$ cat src/rtl/sd_pkg.sv
// Shared definitions for the SD card SPI path: transfer FSM states,
// the SCLK half-period lengths used by the shifter and the init FSM,
// and small constant helpers used to size counters.
package sd_pkg;

    // Transfer engine states
    typedef enum logic [1:0] {
        ST_IDLE = 2'd0,
        ST_LOW  = 2'd1,
        ST_HIGH = 2'd2,
        ST_DONE = 2'd3
    } sd_state_e;

    // SCLK half-periods in CLKin cycles (50 MHz in: ~390 kHz and 12.5 MHz out)
    localparam int SD_SLOW_HALF = 64;
    localparam int SD_FAST_HALF = 2;

    // Level driven on MOSI whenever no bit is being shifted
    localparam logic SD_IDLE_MOSI = 1'b1;

    // Index of the final bit of a byte
    localparam logic [2:0] SD_LAST_BIT = 3'd7;

    // Larger of two integers, for elaboration-time sizing
    function automatic int sd_max(input int a, input int b);
        return (a > b) ? a : b;
    endfunction

    // Bits needed to count 0..n-1, never less than one
    function automatic int sd_cnt_w(input int n);
        return (n > 1) ? $clog2(n) : 1;
    endfunction

endpackage

$ cat src/rtl/sd_sclk_tick.sv
// Half-period timer for the SPI clock. Counts CLKin cycles inside one
// SCLK half-period and flags the last cycle of it; the count wraps to
// zero on that cycle so consecutive halves run back to back.
module sd_sclk_tick
    import sd_pkg::*;
#(
    parameter int CNT_W = 6,
    parameter int LEN_W = CNT_W + 1
) (
    input  logic             clk,
    input  logic             rst_n,
    input  logic             clear,
    input  logic [LEN_W-1:0] half_len,
    output logic             last
);

    localparam logic [CNT_W-1:0] CNT_ZERO = {CNT_W{1'b0}};
    localparam logic [CNT_W-1:0] CNT_ONE  = CNT_W'(1'b1);
    localparam logic [LEN_W-1:0] LEN_ONE  = LEN_W'(1'b1);

    logic [CNT_W-1:0] cnt_q;
    logic [CNT_W-1:0] cnt_d;
    logic [LEN_W-1:0] half_m1_s;
    logic             last_s;

    // Terminal-count decode and next count (hold at zero while cleared)
    always_comb begin
        half_m1_s = half_len - LEN_ONE;
        last_s    = (LEN_W'(cnt_q) == half_m1_s);
        if (clear) begin
            cnt_d = CNT_ZERO;
        end else if (last_s) begin
            cnt_d = CNT_ZERO;
        end else begin
            cnt_d = cnt_q + CNT_ONE;
        end
    end

    // Half-period counter register
    always_ff @(posedge clk or negedge rst_n) begin
        if (!rst_n) begin
            cnt_q <= CNT_ZERO;
        end else begin
            cnt_q <= cnt_d;
        end
    end

    assign last = last_s & ~clear;

endmodule

$ cat src/rtl/sd_spi_shifter.sv
// SPI mode-0 byte engine for the SD card pins. Each accepted Start
// shifts TxByte out MSB-first on MOSI while sampling MISO on the rising
// SCLK edges, then presents the received byte with a one-cycle Done.
// SCLK is derived from CLKin with a per-transfer slow/fast half-period.
module sd_spi_shifter
    import sd_pkg::*;
#(
    parameter int SLOW_HALF = SD_SLOW_HALF,
    parameter int FAST_HALF = SD_FAST_HALF
) (
    input  logic       CLKin,
    input  logic       Reset,
    input  logic       Start,
    input  logic       Slow,
    input  logic [7:0] TxByte,
    input  logic       MISO,
    output logic       Busy,
    output logic       Done,
    output logic [7:0] RxByte,
    output logic       SCLK,
    output logic       MOSI
);

    localparam int HALF_MAX = sd_max(SLOW_HALF, FAST_HALF);
    localparam int CNT_W    = sd_cnt_w(HALF_MAX);
    localparam int LEN_W    = CNT_W + 1;

    localparam logic [LEN_W-1:0] SLOW_LEN = LEN_W'(SLOW_HALF);
    localparam logic [LEN_W-1:0] FAST_LEN = LEN_W'(FAST_HALF);

    sd_state_e        state_q,    state_d;
    logic [7:0]       tx_q,       tx_d;
    logic [7:0]       rx_q,       rx_d;
    logic [2:0]       bit_q,      bit_d;
    logic [LEN_W-1:0] half_len_q, half_len_d;
    logic [7:0]       rxbyte_q,   rxbyte_d;
    logic             busy_q,     busy_d;
    logic             done_q,     done_d;
    logic             sclk_q,     sclk_d;
    logic             mosi_q,     mosi_d;

    logic             tick_clear_s;
    logic             half_last_s;

    // Timer only runs while a bit is on the wire; parked at zero otherwise
    always_comb begin
        tick_clear_s = (state_q != ST_LOW) && (state_q != ST_HIGH);
    end

    sd_sclk_tick #(
        .CNT_W (CNT_W),
        .LEN_W (LEN_W)
    ) u_tick (
        .clk      (CLKin),
        .rst_n    (Reset),
        .clear    (tick_clear_s),
        .half_len (half_len_q),
        .last     (half_last_s)
    );

    // Next-state and next-output logic for the transfer FSM
    always_comb begin
        state_d    = state_q;
        tx_d       = tx_q;
        rx_d       = rx_q;
        bit_d      = bit_q;
        half_len_d = half_len_q;
        rxbyte_d   = rxbyte_q;
        busy_d     = busy_q;
        done_d     = 1'b0;
        sclk_d     = sclk_q;
        mosi_d     = mosi_q;

        case (state_q)
            // IDLE and DONE both accept a new byte; DONE does so back-to-back
            ST_IDLE, ST_DONE: begin
                if (Start) begin
                    state_d    = ST_LOW;
                    tx_d       = TxByte;
                    bit_d      = 3'd0;
                    half_len_d = Slow ? SLOW_LEN : FAST_LEN;
                    busy_d     = 1'b1;
                    sclk_d     = 1'b0;
                    mosi_d     = TxByte[7];
                end else begin
                    state_d = ST_IDLE;
                    busy_d  = 1'b0;
                    sclk_d  = 1'b0;
                    mosi_d  = SD_IDLE_MOSI;
                end
            end

            // End of low half: raise SCLK and sample the card
            ST_LOW: begin
                if (half_last_s) begin
                    state_d = ST_HIGH;
                    sclk_d  = 1'b1;
                    rx_d    = {rx_q[6:0], MISO};
                end else begin
                    state_d = ST_LOW;
                end
            end

            // End of high half: either present the next bit or finish
            ST_HIGH: begin
                if (half_last_s) begin
                    sclk_d = 1'b0;
                    if (bit_q == SD_LAST_BIT) begin
                        state_d  = ST_DONE;
                        busy_d   = 1'b0;
                        done_d   = 1'b1;
                        rxbyte_d = rx_q;
                        mosi_d   = SD_IDLE_MOSI;
                    end else begin
                        state_d = ST_LOW;
                        tx_d    = {tx_q[6:0], 1'b0};
                        bit_d   = bit_q + 3'd1;
                        mosi_d  = tx_q[6];
                    end
                end else begin
                    state_d = ST_HIGH;
                end
            end

            default: begin
                state_d = ST_IDLE;
                busy_d  = 1'b0;
                sclk_d  = 1'b0;
                mosi_d  = SD_IDLE_MOSI;
            end
        endcase
    end

    // FSM state, shift registers and registered pin outputs
    always_ff @(posedge CLKin or negedge Reset) begin
        if (!Reset) begin
            state_q    <= ST_IDLE;
            tx_q       <= 8'h00;
            rx_q       <= 8'h00;
            bit_q      <= 3'd0;
            half_len_q <= FAST_LEN;
            rxbyte_q   <= 8'h00;
            busy_q     <= 1'b0;
            done_q     <= 1'b0;
            sclk_q     <= 1'b0;
            mosi_q     <= SD_IDLE_MOSI;
        end else begin
            state_q    <= state_d;
            tx_q       <= tx_d;
            rx_q       <= rx_d;
            bit_q      <= bit_d;
            half_len_q <= half_len_d;
            rxbyte_q   <= rxbyte_d;
            busy_q     <= busy_d;
            done_q     <= done_d;
            sclk_q     <= sclk_d;
            mosi_q     <= mosi_d;
        end
    end

    assign Busy   = busy_q;
    assign Done   = done_q;
    assign RxByte = rxbyte_q;
    assign SCLK   = sclk_q;
    assign MOSI   = mosi_q;

endmodule

$ cat config.mk
export PLATFORM = sky130hd
export DESIGN_NAME = sd_spi_shifter
export DESIGN_NICKNAME = d
export VERILOG_FILES = /design/src/rtl/sd_pkg.sv /design/src/rtl/sd_sclk_tick.sv /design/src/rtl/sd_spi_shifter.sv
export SDC_FILE = /design/constraint.sdc
export NUM_CORES = 1
export LEC_CHECK = 0
export BUFFER_PORTS_ARGS = -buffer_cell sky130_fd_sc_hd__buf_4
export CAP_MARGIN = 20
export CELL_PAD_IN_SITES_DETAIL_PLACEMENT = 1
export CELL_PAD_IN_SITES_GLOBAL_PLACEMENT = 2
export CORE_ASPECT_RATIO = 1.4
export CORE_MARGIN = 2
export CORE_UTILIZATION = 34
export DETAILED_ROUTE_END_ITERATION = 12
export PLACE_DENSITY_LB_ADDON = 0.1
export SLEW_MARGIN = 10
export SYNTH_ARGS = -nofsm -noshare
export SYNTH_HDL_FRONTEND = slang
export SYNTH_SLANG_ARGS = --single-unit
$ cat constraint.sdc
create_clock -name CLKin -period 2 [get_ports CLKin]
set_clock_uncertainty 0.2 [all_clocks]
set_input_delay 0.1 -clock CLKin [delete_from_list [all_inputs] [get_ports CLKin]]
set_output_delay 0.1 -clock CLKin [all_outputs]
set_load 0.01 [all_outputs]
* Word level (Yosys, flattened, before mapping)
Cells that the tools add are included.
** Word-level totals
- Bits in registers :: 45
- Input bits :: 13
- Output and inout port bits :: 12
- Logic and storage cells :: 69
** Cells by class
- Bitwise operators :: 2
- Reduce and logical (&&, ||, !) cells :: 11
- Eq/ne operators :: 12
- Add/subtract/negate cells :: 3
- Multiplexer cells :: 30
** Operators with widths (count)
- $mux 7 :: 4
- $pmux 7 s2 :: 1
- $mux 1 :: 12
- $mux 6 :: 2
- $ne 2x2->1 const B :: 6
- $mux 3 :: 3
- $reduce_and 2->1 :: 4
- $eq 6x7->1 :: 1
- $sub 7x1->7 const B :: 1
- $add 6x1->6 const B :: 1
- $mux 2 :: 3
- $pmux 2 s3 :: 1
- $pmux 3 s2 :: 1
- $reduce_and 3->1 :: 2
- $eq 2x2->1 const B :: 2
- $pmux 1 s2 :: 2
- $reduce_and 4->1 :: 1
- $add 3x1->3 const B :: 1
- $eq 3x3->1 const B :: 1
- $pmux 1 s3 :: 1
- $eq 2x1->1 const B :: 1
- $logic_not 2->1 :: 1
- $ne 2x1->1 const B :: 1
- $reduce_bool 2->1 :: 1
- other kinds (4) :: 4

* Longest topological paths before layout
- Depth after elaboration :: 6
- Depth in mapped cells :: 7
- Mapped depth without buffers :: 7

* Hierarchy
Synthesis repeated with hierarchy kept, for this count alone.
** Unflattened totals
- Cells, all modules :: 161
- Area total of the unflattened synthesis :: 2015.7 um^2
** Modules (own cells, without submodules)
- sd_spi_shifter :: sequential area each 853.3 um^2, cells an instance 108, times used 1, area each 1486.4 um^2
- sd_sclk_tick :: sequential area each 150.1 um^2, cells an instance 53, times used 1, area each 529.3 um^2

* Worst setup path after synthesis
Ideal clock, no wire load.
- Path kind :: reg-to-reg
- Start :: register bit_q[0]
- End :: register tx_q[2]
- Data required time :: 1.735 ns
- Arrival time :: 1.832 ns
- Period minus slack after synthesis :: 2.097 ns
- Buffers on the path :: 0
- Setup time :: 0.065 ns
- Stages on the path, launching flop included :: 7
- Slack :: -0.097 ns
- Cell sequence :: dfrtp_1 ha_1 ha_1 nor4_1 a21boi_1 or2_2 o221a_2
** On the way
- Longest elaborated chain between the ends :: 3
** Ends and longest elaborated chain
- start, declared :: line sd_spi_shifter.sv:34 : logic [2:0] bit_q, bit_d;
- start signal, assigned :: line sd_spi_shifter.sv:151 : bit_q <= bit_d;
- $eq 3x3->1 :: line sd_spi_shifter.sv:108 : if (bit_q == SD_LAST_BIT) begin
- $ne 2x2->1 (no source line)
- $reduce_and 4->1 (no source line)
- end signal, assigned :: line sd_spi_shifter.sv:149 : tx_q <= tx_d;
- end, declared :: line sd_spi_shifter.sv:32 : logic [7:0] tx_q, tx_d;
No other way between the ends.
A chain may end at the register's enable or synchronous reset.

* Worst setup path in the final report
- Start :: register u_tick.cnt_q[2]
- End :: register rx_q[1]
** On the way
- Longest elaborated chain between the ends :: 3
** Ends and longest elaborated chain
- start, declared :: line sd_sclk_tick.sv:21 : logic [CNT_W-1:0] cnt_q;
- start signal, assigned :: line sd_sclk_tick.sv:44 : cnt_q <= cnt_d;
- $eq 6x7->1 :: line sd_sclk_tick.sv:29 : last_s = (LEN_W'(cnt_q) == half_m1_s);
- $and 1x1->1 :: line sd_sclk_tick.sv:48 : assign last = last_s & ~clear;
- $reduce_and 2->1 (no source line)
- end signal, assigned :: line sd_spi_shifter.sv:150 : rx_q <= rx_d;
- end, declared :: line sd_spi_shifter.sv:33 : logic [7:0] rx_q, rx_d;
No other way between the ends.

==> metrics <==
sequential area share after synthesis 57.0%; Routed wire per std cell between 15 and 20 µm; peak supply drop 510 µV; leading area contributor after synthesis dfrtp_1; Tightest Pin Transition between 500 and 600 ps; Final min period 2010 ps; Worst Path Required around 2000 ps; hold_sp TxByte[7]; first-pass GRT wire length 6940 µm; antenna violations before repair 0; status complete, but fails checks; largest net degree at the start of global routing 41; worst min path class input port to register; final WL between 4000 and 5000 µm; Comb pwr share 35.7%; initial core utilization 34.7%; R2R cell count 6; Die X-Extent ~65 µm; total number of vias between 1,000 and 1,500; final period utilization 101%; Top Ports 25; Psw between 800 and 900 µW; CP max-delay cell dfrtp_1; TritonCTS Buffers 5; Slew Limit Headroom around 66%; root buffer cell clkbuf_8; Power Dens Cells roughly 1100 nW/µm²; reg-to-reg endpoint rx_q[1]; hold_ws between 3 and 4 ps; Worst setup SP type register; Initial DRT Pass Iterations 4; Vias/cell between 4 and 5; Skew-Pair Late Insertion Delay around 300 ps; Internal between 1500 and 2000 µW; Post-synth EDFFs 0; TritonCTS sink count 40; final worst slack -11.4 ps; gp weighted congestion 0.775; Routed Antenna Nets 0; clock network fraction of total power between 20% and 30%; initial DRC count between 40 and 50; Core ar. a little over 5000 µm²; sequential power share a little over two fifths; Worst-path clk slew around 80 ps; YS warnings 0; worst setup path start u_tick.cnt_q[2]; vias in the first global route roughly 1,500; clk buf depth 2; Pleak 0.00119 µW; NumNets Final between 200 and 250; FF+latch area ~1000 µm²; #FFs+latches synth 40; number of port buffers 24; reg-to-reg slack, setup -10 ps; number of fill cells in the layout roughly 560; crit path capture rx_q[1]; H-tree levels 2; overall power after layout about 2600 µW; n_diodes 0; Bufs and invs on worst path 1; Synth Cell Area between 1500 and 2000 µm²; Syn Inst Count about 150; Sw Share 33.4%; RSZ-0062 raised after global routing yes; total gr overflow 0; fin area roughly 2500 µm²; Final Hold Viols 0; Top delay family on crit path simple AND/OR/NAND/NOR gates; DP Area approximately 2200 µm²; gr usage total around 16%; share of layout cells above drive strength 1 43.5%; final setup vio count 8; top-area cell type share of the netlist area a little over half; die height about 90 µm; DIE AREA between 5000 and 6000 µm²; Area contributors post-synth dfrtp_1, mux2_2, ha_1, o221a_2, dfstp_2; Netlist cell types 37; Worst setup EP type register; asr flop ratio synth 100%; HPWL Detailed between 2000 and 3000 µm; Critical Path Stages 6; reg2reg start u_tick.cnt_q[2]; CP arrival around 2000 ps; top_reg_cell synth dfrtp_1; CP max stage delay ~400 ps; Synth-to-Final Area Change 40.6%; MaxCap Viol Count 0; CP Cell Sequence nand4_1 > or3_4 > and2_4 > nor3_4 > buf_12 > mux2_2; highest clock rate slightly below 500 MHz; synthesized area per cell around 12 µm²; row count 31; crit-path max FO 8; failing checks negative setup slack; WS Path Type register to register; Place WS -55.7 ps; TritonCTS clock tree done; area of the multi-input gates 801 µm²; max-slew violation count 0; DRC violations left 0; Post-Synthesis Net Count 163
[cell type report]
type                            instances  area share, %
Multi-Input combinational cell         98           32.3
Clock inverter                          1          0.303
Timing Repair Buffer                   58           19.3
Clock buffer                            7           3.48
Inverter                                5          0.758
Sequential cell                        40           40.5
Tap cell                               66           3.33
[registers in the layout (all words and copies together) (netlist names)]
register and flops:
Busy 1, RxByte 8, Done 1, tx_q 7, SCLK 1, MOSI 1, half_len_q 2, state_q 2
u_tick.cnt_q 6, rx_q 8, bit_q 3
[cells in the mapped netlist (all sizes together) (2+ instances only)]
| master | number |
|---|---|
| dfrtp | 38 |
| mux2 | 17 |
| nand2 | 15 |
| nor2 | 10 |
| a21oi | 6 |
| o21ai | 6 |
| or3 | 6 |
| ha | 5 |
| inv | 5 |
| o221a | 5 |
| nand3 | 4 |
| a211oi | 2 |
| and2 | 2 |
| dfstp | 2 |
| nor3 | 2 |
| nor4 | 2 |
| xnor2 | 2 |
| xor2 | 2 |
[power groups by stage]
stage                     logic, µW  registers [µW]  clock network (µW)
final                           932            1110                 566
after global routing           1030            1130                 621
after CTS                       908            1110                 590
after detailed placement        823            1130                   0
after global placement          800            1110                   0
after floorplan                 499            1090                   0
[repair_timing]
item	4_1_cts	5_1_grt
endpoints found under the hold margin	52	0
gates cloned	0	0
hold buffers	12	0
pin swaps	1	4
buffers inserted	3	0
resized for setup	4	8
setup endpoints to repair	21	30
[per-stage QoR]
stage	TNS (ps)	utilization, %	std cells
after global routing	-767	48.8	275
after global placement	-120	42.8	252
after floorplan	-22.2	-	145
after detailed placement	-494	42.8	252
final	-51.9	48.8	275
after CTS	-304	48.0	275
[logic make-up after synthesis]
logic type / synth area share, %
AND/OR/NAND/NOR: 13.6
flip-flops: 57.0
multiplexers: 11.4
adder cells (fa/ha/maj): 3.55
XOR/XNOR: 1.99
buffers and inverters: 1.56
AO/OA/AOI/OAI: 10.9
[how the worst min path moves through the flow]
stage / slack [ps] / cells after the start / end
global placement: -100 / 1 / RxByte[1]
finish: 3 / 5 / MOSI
global route: 70 / 5 / MOSI
floorplan: -400 / 0 / Busy
detailed placement: -80 / 1 / rx_q[0]
CTS: 5 / 5 / MOSI
[cell usage in the layout, fill, tap and decap left out, types with 4 or more instances in the layout]
cell type,instances
nand2_1,12
clkbuf_8,6
nand3_1,4
or3_1,5
dfrtp_1,38
buf_4,45
mux2_2,16
nor2_1,10
ha_1,4
dlygate4sd3_1,12
a21oi_1,5
inv_1,5
o21ai_0,6
o221a_2,5
[per-layer routing]
layer,vias up,part of all wire [%],GRT usage [%]
met2,23,54,28.1
met4,0,2.2,8.51
met3,8,3.4,3.27
li1,642,-,-
met5,-,0,0
met1,651,40,18.1
[worst register-to-register path, delay by kind of cell, from the launching register on]
| family | cells | cell delay [ps] |
|---|---|---|
| AND/OR/NAND/NOR | 4 | 830 |
| flip-flops | 1 | 400 |
| multiplexers | 1 | 330 |
| buffers and inverters | 1 | 150 |
(Power assumes the default switching activity.)
